--- config.mk ---
export PLATFORM = sky130hd
export DESIGN_NAME = cmac_tx_arb
export DESIGN_NICKNAME = d
export VERILOG_FILES = /design/src/rtl/cmac_tx_arb.sv
export SDC_FILE = /design/constraint.sdc
export NUM_CORES = 1
export LEC_CHECK = 0
export CAP_MARGIN = 25
export CELL_PAD_IN_SITES_DETAIL_PLACEMENT = 1
export CELL_PAD_IN_SITES_GLOBAL_PLACEMENT = 2
export CORE_AREA = 3 3 694 696
export CTS_BUF_LIST = sky130_fd_sc_hd__clkbuf_4 sky130_fd_sc_hd__clkbuf_8
export CTS_CLUSTER_DIAMETER = 50
export DETAILED_ROUTE_END_ITERATION = 7
export DIE_AREA = 0 0 697 699
export PLACE_DENSITY_LB_ADDON = 0.2
export SETUP_SLACK_MARGIN = 0.5
export SLEW_MARGIN = 0
export SYNTH_ARGS = -nofsm -noshare
export SYNTH_HDL_FRONTEND = slang
export SYNTH_SLANG_ARGS = --single-unit
--- constraint.sdc ---
create_clock -name aclk -period 2.55 [get_ports aclk]
set_input_delay 0.51 -clock aclk [delete_from_list [all_inputs] [get_ports aclk]]
set_output_delay 0.51 -clock aclk [all_outputs]
set_load 0.05 [all_outputs]
--- src/rtl/cmac_tx_arb.sv ---
// Two-source AXI-Stream arbiter feeding the CMAC tx port: round-robin packet grants,
// zero-latency pass-through, oversize-packet truncation with drain, per-source packet counters.
`timescale 1ns/1ps
module cmac_tx_arb #(
  parameter int DATA_W    = 512,
  parameter int KEEP_W    = DATA_W/8,
  parameter int MAX_BEATS = 250,
  parameter int CNT_W     = 16
) (
  input  logic              aclk,
  input  logic              aresetn,
  input  logic              tx_en,
  input  logic              s0_axis_tvalid,
  output logic              s0_axis_tready,
  input  logic [DATA_W-1:0] s0_axis_tdata,
  input  logic [KEEP_W-1:0] s0_axis_tkeep,
  input  logic              s0_axis_tlast,
  input  logic              s0_axis_tuser,
  input  logic              s1_axis_tvalid,
  output logic              s1_axis_tready,
  input  logic [DATA_W-1:0] s1_axis_tdata,
  input  logic [KEEP_W-1:0] s1_axis_tkeep,
  input  logic              s1_axis_tlast,
  input  logic              s1_axis_tuser,
  output logic              m_axis_tvalid,
  input  logic              m_axis_tready,
  output logic [DATA_W-1:0] m_axis_tdata,
  output logic [KEEP_W-1:0] m_axis_tkeep,
  output logic              m_axis_tlast,
  output logic              m_axis_tuser,
  output logic [1:0]        grant,
  output logic [CNT_W-1:0]  pkt_cnt0,
  output logic [CNT_W-1:0]  pkt_cnt1,
  output logic              trunc_err,
  output logic [1:0]        dbg_state
);

  // Handshake: a beat moves on any port only in a cycle where tvalid && tready are both
  // high; a source holds tvalid and its payload stable until that cycle.

  typedef enum logic [1:0] {
    IDLE  = 2'd0,
    GNT0  = 2'd1,
    GNT1  = 2'd2,
    DRAIN = 2'd3
  } state_t;

  localparam int BEAT_W = $clog2(MAX_BEATS + 1);
  localparam logic [BEAT_W-1:0] LAST_BEAT_IDX = BEAT_W'(MAX_BEATS - 1);

  state_t             r_state;
  state_t             w_next_state;
  // Owner of the current/last packet; also the round-robin pointer (1 => s0 favoured next).
  logic               r_owner;
  logic [BEAT_W-1:0]  r_beat_cnt;
  logic [CNT_W-1:0]   r_pkt_cnt0;
  logic [CNT_W-1:0]   r_pkt_cnt1;
  logic               r_trunc_err;

  logic               w_src_valid;
  logic [DATA_W-1:0]  w_src_data;
  logic [KEEP_W-1:0]  w_src_keep;
  logic               w_src_last;
  logic               w_src_user;
  logic               w_in_gnt;
  logic               w_accept;
  logic               w_at_limit;
  logic               w_trunc_hit;
  logic               w_out_last_acc;

  assign w_src_valid = r_owner ? s1_axis_tvalid : s0_axis_tvalid;
  assign w_src_data  = r_owner ? s1_axis_tdata  : s0_axis_tdata;
  assign w_src_keep  = r_owner ? s1_axis_tkeep  : s0_axis_tkeep;
  assign w_src_last  = r_owner ? s1_axis_tlast  : s0_axis_tlast;
  assign w_src_user  = r_owner ? s1_axis_tuser  : s0_axis_tuser;

  assign w_in_gnt       = (r_state == GNT0) || (r_state == GNT1);
  assign w_accept       = w_in_gnt && w_src_valid && m_axis_tready;
  assign w_at_limit     = (r_beat_cnt == LAST_BEAT_IDX);
  // A source tlast landing exactly on the limit beat is a normal end, not a truncation.
  assign w_trunc_hit    = w_at_limit && !w_src_last;
  assign w_out_last_acc = w_accept && m_axis_tlast;

  always_comb begin
    w_next_state   = r_state;
    m_axis_tvalid  = 1'b0;
    m_axis_tdata   = '0;
    m_axis_tkeep   = '0;
    m_axis_tlast   = 1'b0;
    m_axis_tuser   = 1'b0;
    s0_axis_tready = 1'b0;
    s1_axis_tready = 1'b0;
    grant          = 2'b00;
    case (r_state)
      IDLE: begin
        if (tx_en && (s0_axis_tvalid || s1_axis_tvalid)) begin
          if (s0_axis_tvalid && (!s1_axis_tvalid || r_owner)) w_next_state = GNT0;
          else w_next_state = GNT1;
        end
      end
      GNT0, GNT1: begin
        m_axis_tvalid = w_src_valid;
        m_axis_tdata  = w_src_data;
        m_axis_tkeep  = w_src_keep;
        m_axis_tlast  = w_src_last | w_trunc_hit;
        m_axis_tuser  = w_src_user | w_trunc_hit;
        grant         = r_owner ? 2'b10 : 2'b01;
        if (r_owner) s1_axis_tready = m_axis_tready;
        else s0_axis_tready = m_axis_tready;
        if (w_src_valid && m_axis_tready) begin
          if (w_src_last) w_next_state = IDLE;
          else if (w_at_limit) w_next_state = DRAIN;
        end
      end
      DRAIN: begin
        // Swallow the rest of the oversize packet; nothing reaches the MAC.
        grant = r_owner ? 2'b10 : 2'b01;
        if (r_owner) s1_axis_tready = 1'b1;
        else s0_axis_tready = 1'b1;
        if (w_src_valid && w_src_last) w_next_state = IDLE;
      end
      default: w_next_state = IDLE;
    endcase
  end

  always_ff @(posedge aclk or negedge aresetn) begin
    if (!aresetn) begin
      r_state <= IDLE;
      r_owner <= 1'b1;
    end else begin
      r_state <= w_next_state;
      if (r_state == IDLE && w_next_state == GNT0) r_owner <= 1'b0;
      else if (r_state == IDLE && w_next_state == GNT1) r_owner <= 1'b1;
    end
  end

  always_ff @(posedge aclk or negedge aresetn) begin
    if (!aresetn) begin
      r_beat_cnt <= '0;
    end else if (w_next_state == IDLE) begin
      r_beat_cnt <= '0;
    end else if (w_accept) begin
      r_beat_cnt <= r_beat_cnt + BEAT_W'(1);
    end
  end

  always_ff @(posedge aclk or negedge aresetn) begin
    if (!aresetn) begin
      r_pkt_cnt0  <= '0;
      r_pkt_cnt1  <= '0;
      r_trunc_err <= 1'b0;
    end else begin
      if (w_out_last_acc && !r_owner) r_pkt_cnt0 <= r_pkt_cnt0 + CNT_W'(1);
      if (w_out_last_acc && r_owner)  r_pkt_cnt1 <= r_pkt_cnt1 + CNT_W'(1);
      if (w_accept && w_trunc_hit)    r_trunc_err <= 1'b1;
    end
  end

  assign pkt_cnt0  = r_pkt_cnt0;
  assign pkt_cnt1  = r_pkt_cnt1;
  assign trunc_err = r_trunc_err;
  assign dbg_state = r_state;

endmodule

After elaboration in Yosys (flattened, before gate mapping)
Index checks and enable logic that the tools add are counted.
{"block": "word_totals", "ff_bits": 44, "output_inout_bits": 618}
{"block": "classes", "addsub": 3, "eq_ne": 6, "n_mux": 29, "n_bitwise": 2, "n_reduce_logical": 25}
{"operator": "$mux W512", "count": 2}
{"operator": "$mux W64", "count": 2}
{"operator": "$add A16 B1 Y16 const B", "count": 2}
{"operator": "$mux W2", "count": 8}
{"operator": "$mux W8", "count": 2}
{"operator": "$logic_and A1 B1 Y1", "count": 13}
{"operator": "$mux W1", "count": 12}
{"operator": "$add A8 B1 Y8 const B", "count": 1}
{"operator": "$eq A8 B8 Y1 const B", "count": 1}
{"operator": "$eq A2 B2 Y1 const B", "count": 3}
{"operator": "$pmux W2 S3", "count": 1}
{"operator": "$eq A2 B1 Y1 const B", "count": 2}
{"operator": "$logic_not A2 Y1", "count": 2}
{"operator": "$pmux W1 S2", "count": 2}
{"operator": "$reduce_bool A2 Y1", "count": 2}
{"operator": "$logic_not A1 Y1", "count": 3}
{"operator": "$logic_or A1 B1 Y1", "count": 3}
{"operator": "$reduce_or A3 Y1", "count": 1}
{"operator": "$or A1 B1 Y1", "count": 2}
{"operator": "$reduce_or A2 Y1", "count": 1}

Logic depth before layout (Yosys ltp)
{"block": "depth", "ltp_word": 10, "depth_mapped": 8, "mapped_depth_nobuf": 7}

Worst setup path before layout
OpenSTA, ideal clock, no wires.
{"block": "synth_timing", "path_type": "register -> output", "startpoint": "reg r_state[0], in the netlist dbg_state[0]", "endpoint": "out m_axis_tdata[303]", "t_arrival_ns": 2.716, "required_ns": 2.040, "path_slack_ns": -0.676, "stages_incl_launch_ff": 8, "path_buffers": 4, "path_cell_list": "dfrtp_1 -> inv_1 -> ha_1 -> buf_2 -> clkbuf_1 -> clkbuf_1 -> clkbuf_1 -> nor2b_1"}
{"block": "synth_between", "elab_chain_cells": 3}
{"element": "from (decl)", "line_no": "51", "rtl": "state_t r_state;"}
{"element": "from (signal assigned)", "line_no": "131", "rtl": "r_state <= w_next_state;"}
{"element": "$eq A2 B1 Y1 / $eq A2 B2 Y1 (equally long branches)", "line_no": "94", "rtl": "case (r_state)"}
{"element": "$reduce_or A2 Y1 *", "line_no": "94"}
{"element": "$mux W512 *", "line_no": "94"}
{"element": "to (decl)", "line_no": "27", "rtl": "output logic [DATA_W-1:0] m_axis_tdata,"}
Mark *: on every way between the ends. The rest lies on a longest branch, timed or not.

Worst setup path after layout
{"block": "layout_timing", "startpoint": "reg r_owner", "endpoint": "out m_axis_tdata[465]"}
{"block": "layout_between", "elab_chain_cells": 2}
{"element": "from (decl)", "line_no": "54", "rtl": "logic r_owner;"}
{"element": "from (signal assigned)", "line_no": "129", "rtl": "r_owner <= 1'b1;"}
{"element": "from (signal assigned)", "line_no": "132", "rtl": "if (r_state == IDLE && w_next_state == GNT0) r_owner <= 1'b0;"}
{"element": "from (signal assigned)", "line_no": "133", "rtl": "else if (r_state == IDLE && w_next_state == GNT1) r_owner <= 1'b1;"}
{"element": "$mux W512", "line_no": "72", "rtl": "assign w_src_data = r_owner ? s1_axis_tdata : s0_axis_tdata;"}
{"element": "$mux W512", "line_no": "94"}
Every way passes these cells.

==> impl_metrics.csv <==
group,metric,value,unit
run_status,outcome,"finished with violations",
run_status,violations,"setup timing",
job,max_cap_violations,0,
critical_path,slowest_stage,"dfstp_4",
power,vdd_ir_drop_max,0.748,mV
critical_path,critPathArrivalTime,2.31,ns
yosys,ys_ff_latch,44,
sta,max_freq,0.355,GHz
place,port-buffer-count,1779,
global_route,antenna_found_initial,429,
power,power_frac_clock,0.008,
power,swShare,0.508,
critical_path,criticalPathCategory,"flop to output port",
power,power_leakage,18.9,nW
critical_path,end_kind,"output port",
cells_and_area,fill_cells,54735,
yosys,avgSynthCellArea,8.14,um^2
cells_and_area,drive_above_1_share,0.527,
power,p_total,86.2,mW
global_route,grt_max_degree,82,
sta,min_period,2.82,ns
cells_and_area,regArea,1110,um^2
critical_path,worstPathCellList,"buf_16 > buf_16 > buf_6 > mux2i_4 > buf_4 > nor2b_4 > buf_12",
power,intPower,42.4,mW
critical_path,cp.buffers_inverters,5,
place,dp_hpwl,333,mm
yosys,synth_warnings,0,
clock_tree,clk_pin_slew,0.12,ns
clock_tree,clk_latency,0.33,ns
place,dp_slack,-0.122,ns
floorplanning,fp.dieH,699,um
yosys,ys_seq_area_frac,0.0902,
floorplanning,rows,253,
yosys,syn-instance-count,1502,
clock_tree,cts_hold_buf,0,
clock_tree,clock_sinks,44,
clock_tree,clock_path_buffers,2,
route,drcViolationCount,0,
sta,fin_tns_setup,-89.61,ns
power,power_density,1580,nW/um^2
cells_and_area,layout.cells.non_filler,9897,
route,vias,22305,
sta,setup_ws,-0.268,ns
route,wl_per_cell,36.4,um
global_route,grt_pass1_vias,22318,
route,wl,360,mm
global_route,grt_use_total,0.139,
critical_path,slowest_delay,0.71,ns
yosys,ys_types,45,
global_route,grt_pass1_wl,408,mm
cells_and_area,area_delta_synth_final,345,%
critical_path,critical_path.top_delay_family,"buffers and inverters",
place,placed_cells_incl_taps,9710,
route,first_pass_iters,5,
yosys,synth_nets,2670,
route,drt_iter0_drc,1025,
critical_path,cp.required,2.04,ns
floorplanning,die-width,697,um
sta,clock_skew,0.0264,ns
power,p_switching,43.8,mW
power,p_comb_frac,0.982,
sta,rsz0062_at_grt,"true",
critical_path,path_common_cell,"buf_16",
sta,drv_slew,0,
floorplanning,die_area,487000,um^2
floorplanning,coreArea,475000,um^2
floorplanning,ios,1780,
cells_and_area,fin_nets,4614,
cells_and_area,multiInputGateArea,17100,um^2
clock_tree,h-tree-depth,2,
power,power.share.sequential,0.011,
sta,finalCritPeriodShare,1.11,
yosys,syn_area,12200,um^2
clock_tree,cts_root_buffer,"clkbuf_8",
route,antenna_left,0,
sta,setup_viol,581,
hold_path,hold_class,"primary input to async pin",
floorplanning,start_util,0.0257,
clock_tree,cts_buffers,5,
critical_path,startpoint_type,"flop",
sta,hold_viol_final,0,
clock_tree,cts_tree,"yes",
sta,slew_headroom,0.543,
global_route,gr-total-overflow,0,
route,via_per_inst,2.25,
critical_path,crit_fanout,12,
place,gp_congestion,0.947,
sta,worst-slew-pin-transition,0.683,ns
[metal layers]
layer / GRT usage / routed length (um)
met4: 0.0170 / 7950
met1: 0.157 / 137000
met2: 0.242 / 174000
met5: 0 / 1750
met3: 0.0661 / 40100
[timing repair]
item / in CTS / in global routing
gates resized for setup: 223 / 505
setup buffers: 34 / 31
setup endpoints to repair: 624 / 643
pin swaps: 1 / 4
gates cloned: 11 / 28
[cell usage after synthesis]
cell | number | area (um^2)
nand4_1 | 9 | 56.3
nor2_1 | 20 | 75.1
mux2_2 | 2 | 22.5
dfstp_2 | 1 | 26.3
o2111a_1 | 1 | 11.3
nand2_1 | 19 | 71.3
a311oi_1 | 1 | 8.76
a21boi_0 | 1 | 7.51
nand4_2 | 1 | 12.5
nor2b_1 | 578 | 3620
a21oi_1 | 4 | 20.0
dfrtp_1 | 43 | 1080
a21oi_4 | 1 | 16.3
nor3b_1 | 1 | 7.51
a211oi_2 | 1 | 12.5
nand3_1 | 11 | 55.1
o21ai_2 | 1 | 8.76
o21ai_0 | 3 | 15.0
and2_1 | 2 | 12.5
mux2i_1 | 578 | 5790
xnor2_1 | 16 | 140
o211ai_1 | 1 | 7.51
nor4b_1 | 1 | 8.76
nor3_1 | 11 | 55.1
o2111ai_2 | 2 | 30.0
and4_1 | 1 | 8.76
o21a_1 | 3 | 22.5
and3_1 | 9 | 56.3
o221ai_1 | 1 | 8.76
a31oi_1 | 2 | 12.5
clkbuf_1 | 68 | 255
buf_2 | 61 | 305
a31o_2 | 1 | 8.76
inv_1 | 11 | 41.3
buf_4 | 1 | 7.51
ha_1 | 6 | 75.1
o2111a_2 | 1 | 12.5
buf_6 | 1 | 11.3
nor2_2 | 1 | 6.26
and3b_1 | 1 | 8.76
maj3_1 | 1 | 10.0
nor3_4 | 1 | 16.3
xor2_1 | 21 | 184
nand2b_1 | 1 | 6.26
nor4_1 | 1 | 6.26
[worst register-to-register path, cell delays in order (launching register included)]
cell and delay [ns]:
dfstp_4 0.71, buf_4 0.15, buf_12 0.16, buf_6 0.15, buf_8 0.15, and3b_1 0.20
nor4b_1 0.28, a31oi_1 0.12, o2111a_2 0.38, a211oi_2 0.21
[placed cells by master (no fill, tap or decap), types with 19 or more instances in the layout]
cell             instances
buf_12                 636
buf_16                  34
buf_4                  134
buf_6                   42
buf_8                   19
clkbuf_16               25
clkdlybuf4s50_1       1176
dfrtp_1                 41
diode_2                 75
mux2i_1                267
mux2i_2                 84
mux2i_4                227
nor2b_2                194
nor2b_4                383
xor2_1                  21
[sequential cells by signal (all words and copies together) (netlist names)]
register and count:
dbg_state 2, r_beat_cnt 8, pkt_cnt0 16, r_owner 1
pkt_cnt1 16, trunc_err 1
[logic make-up after synthesis]
| family | after synthesis | share of synthesized area |
|---|---|---|
| mux | 580 | 0.475 |
| buf+inv | 142 | 0.0508 |
| flops | 44 | 0.0902 |
| fa+ha+maj | 7 | 0.00696 |
| compound gates | 24 | 0.0166 |
| xor+xnor | 37 | 0.0265 |
| simple gates | 668 | 0.334 |
[power by group through the flow]
stage | registers (mW) | logic (mW) | clock network (mW)
6_report | 0.910 | 84.6 | 0.657
5_1_grt | 0.930 | 87.4 | 0.714
4_1_cts | 0.911 | 79.8 | 0.693
3_5_place_dp | 0.918 | 76.0 | 0
3_3_place_gp | 0.911 | 76.1 | 0
2_1_floorplan | 1.06 | 38.2 | 0
[path summary, 6_finish.rpt]
path                              start                end  slack, ns  depth (start not counted)
setup / recovery                r_owner  m_axis_tdata[465]      -0.27                          7
hold / removal                  aresetn       pkt_cnt0[15]       0.12                          1
max in group asynchronous       aresetn            r_owner       1.79                          2
setup reg to reg                r_owner      r_beat_cnt[1]      -0.03                          9
min in group aclk          pkt_cnt0[15]       pkt_cnt0[15]       0.50                          1
hold reg to reg            pkt_cnt0[15]       pkt_cnt0[15]       0.50                          1
[metrics by stage]
step                      area [um^2]  hold WS [ns]  utilization
after floorplan                 16100         0.214            -
after global placement          48500         0.470        0.102
after detailed placement        48500         0.480        0.102
after CTS                       50400         0.123        0.106
after global routing            54300         0.136        0.114
final                           54400         0.120        0.115
[layout make-up]
class                           count  area share
Clock buffer                        7     0.00177
Sequential cell                    44      0.0204
Tap cell                         6375       0.147
Timing Repair Buffer             2068       0.512
Antenna cell                       75     0.00345
Inverter                           11    0.000805
Multi-Input combinational cell   1316       0.315
Clock inverter                      1    0.000552
No activity file was read; power rests on OpenSTA's default activity.
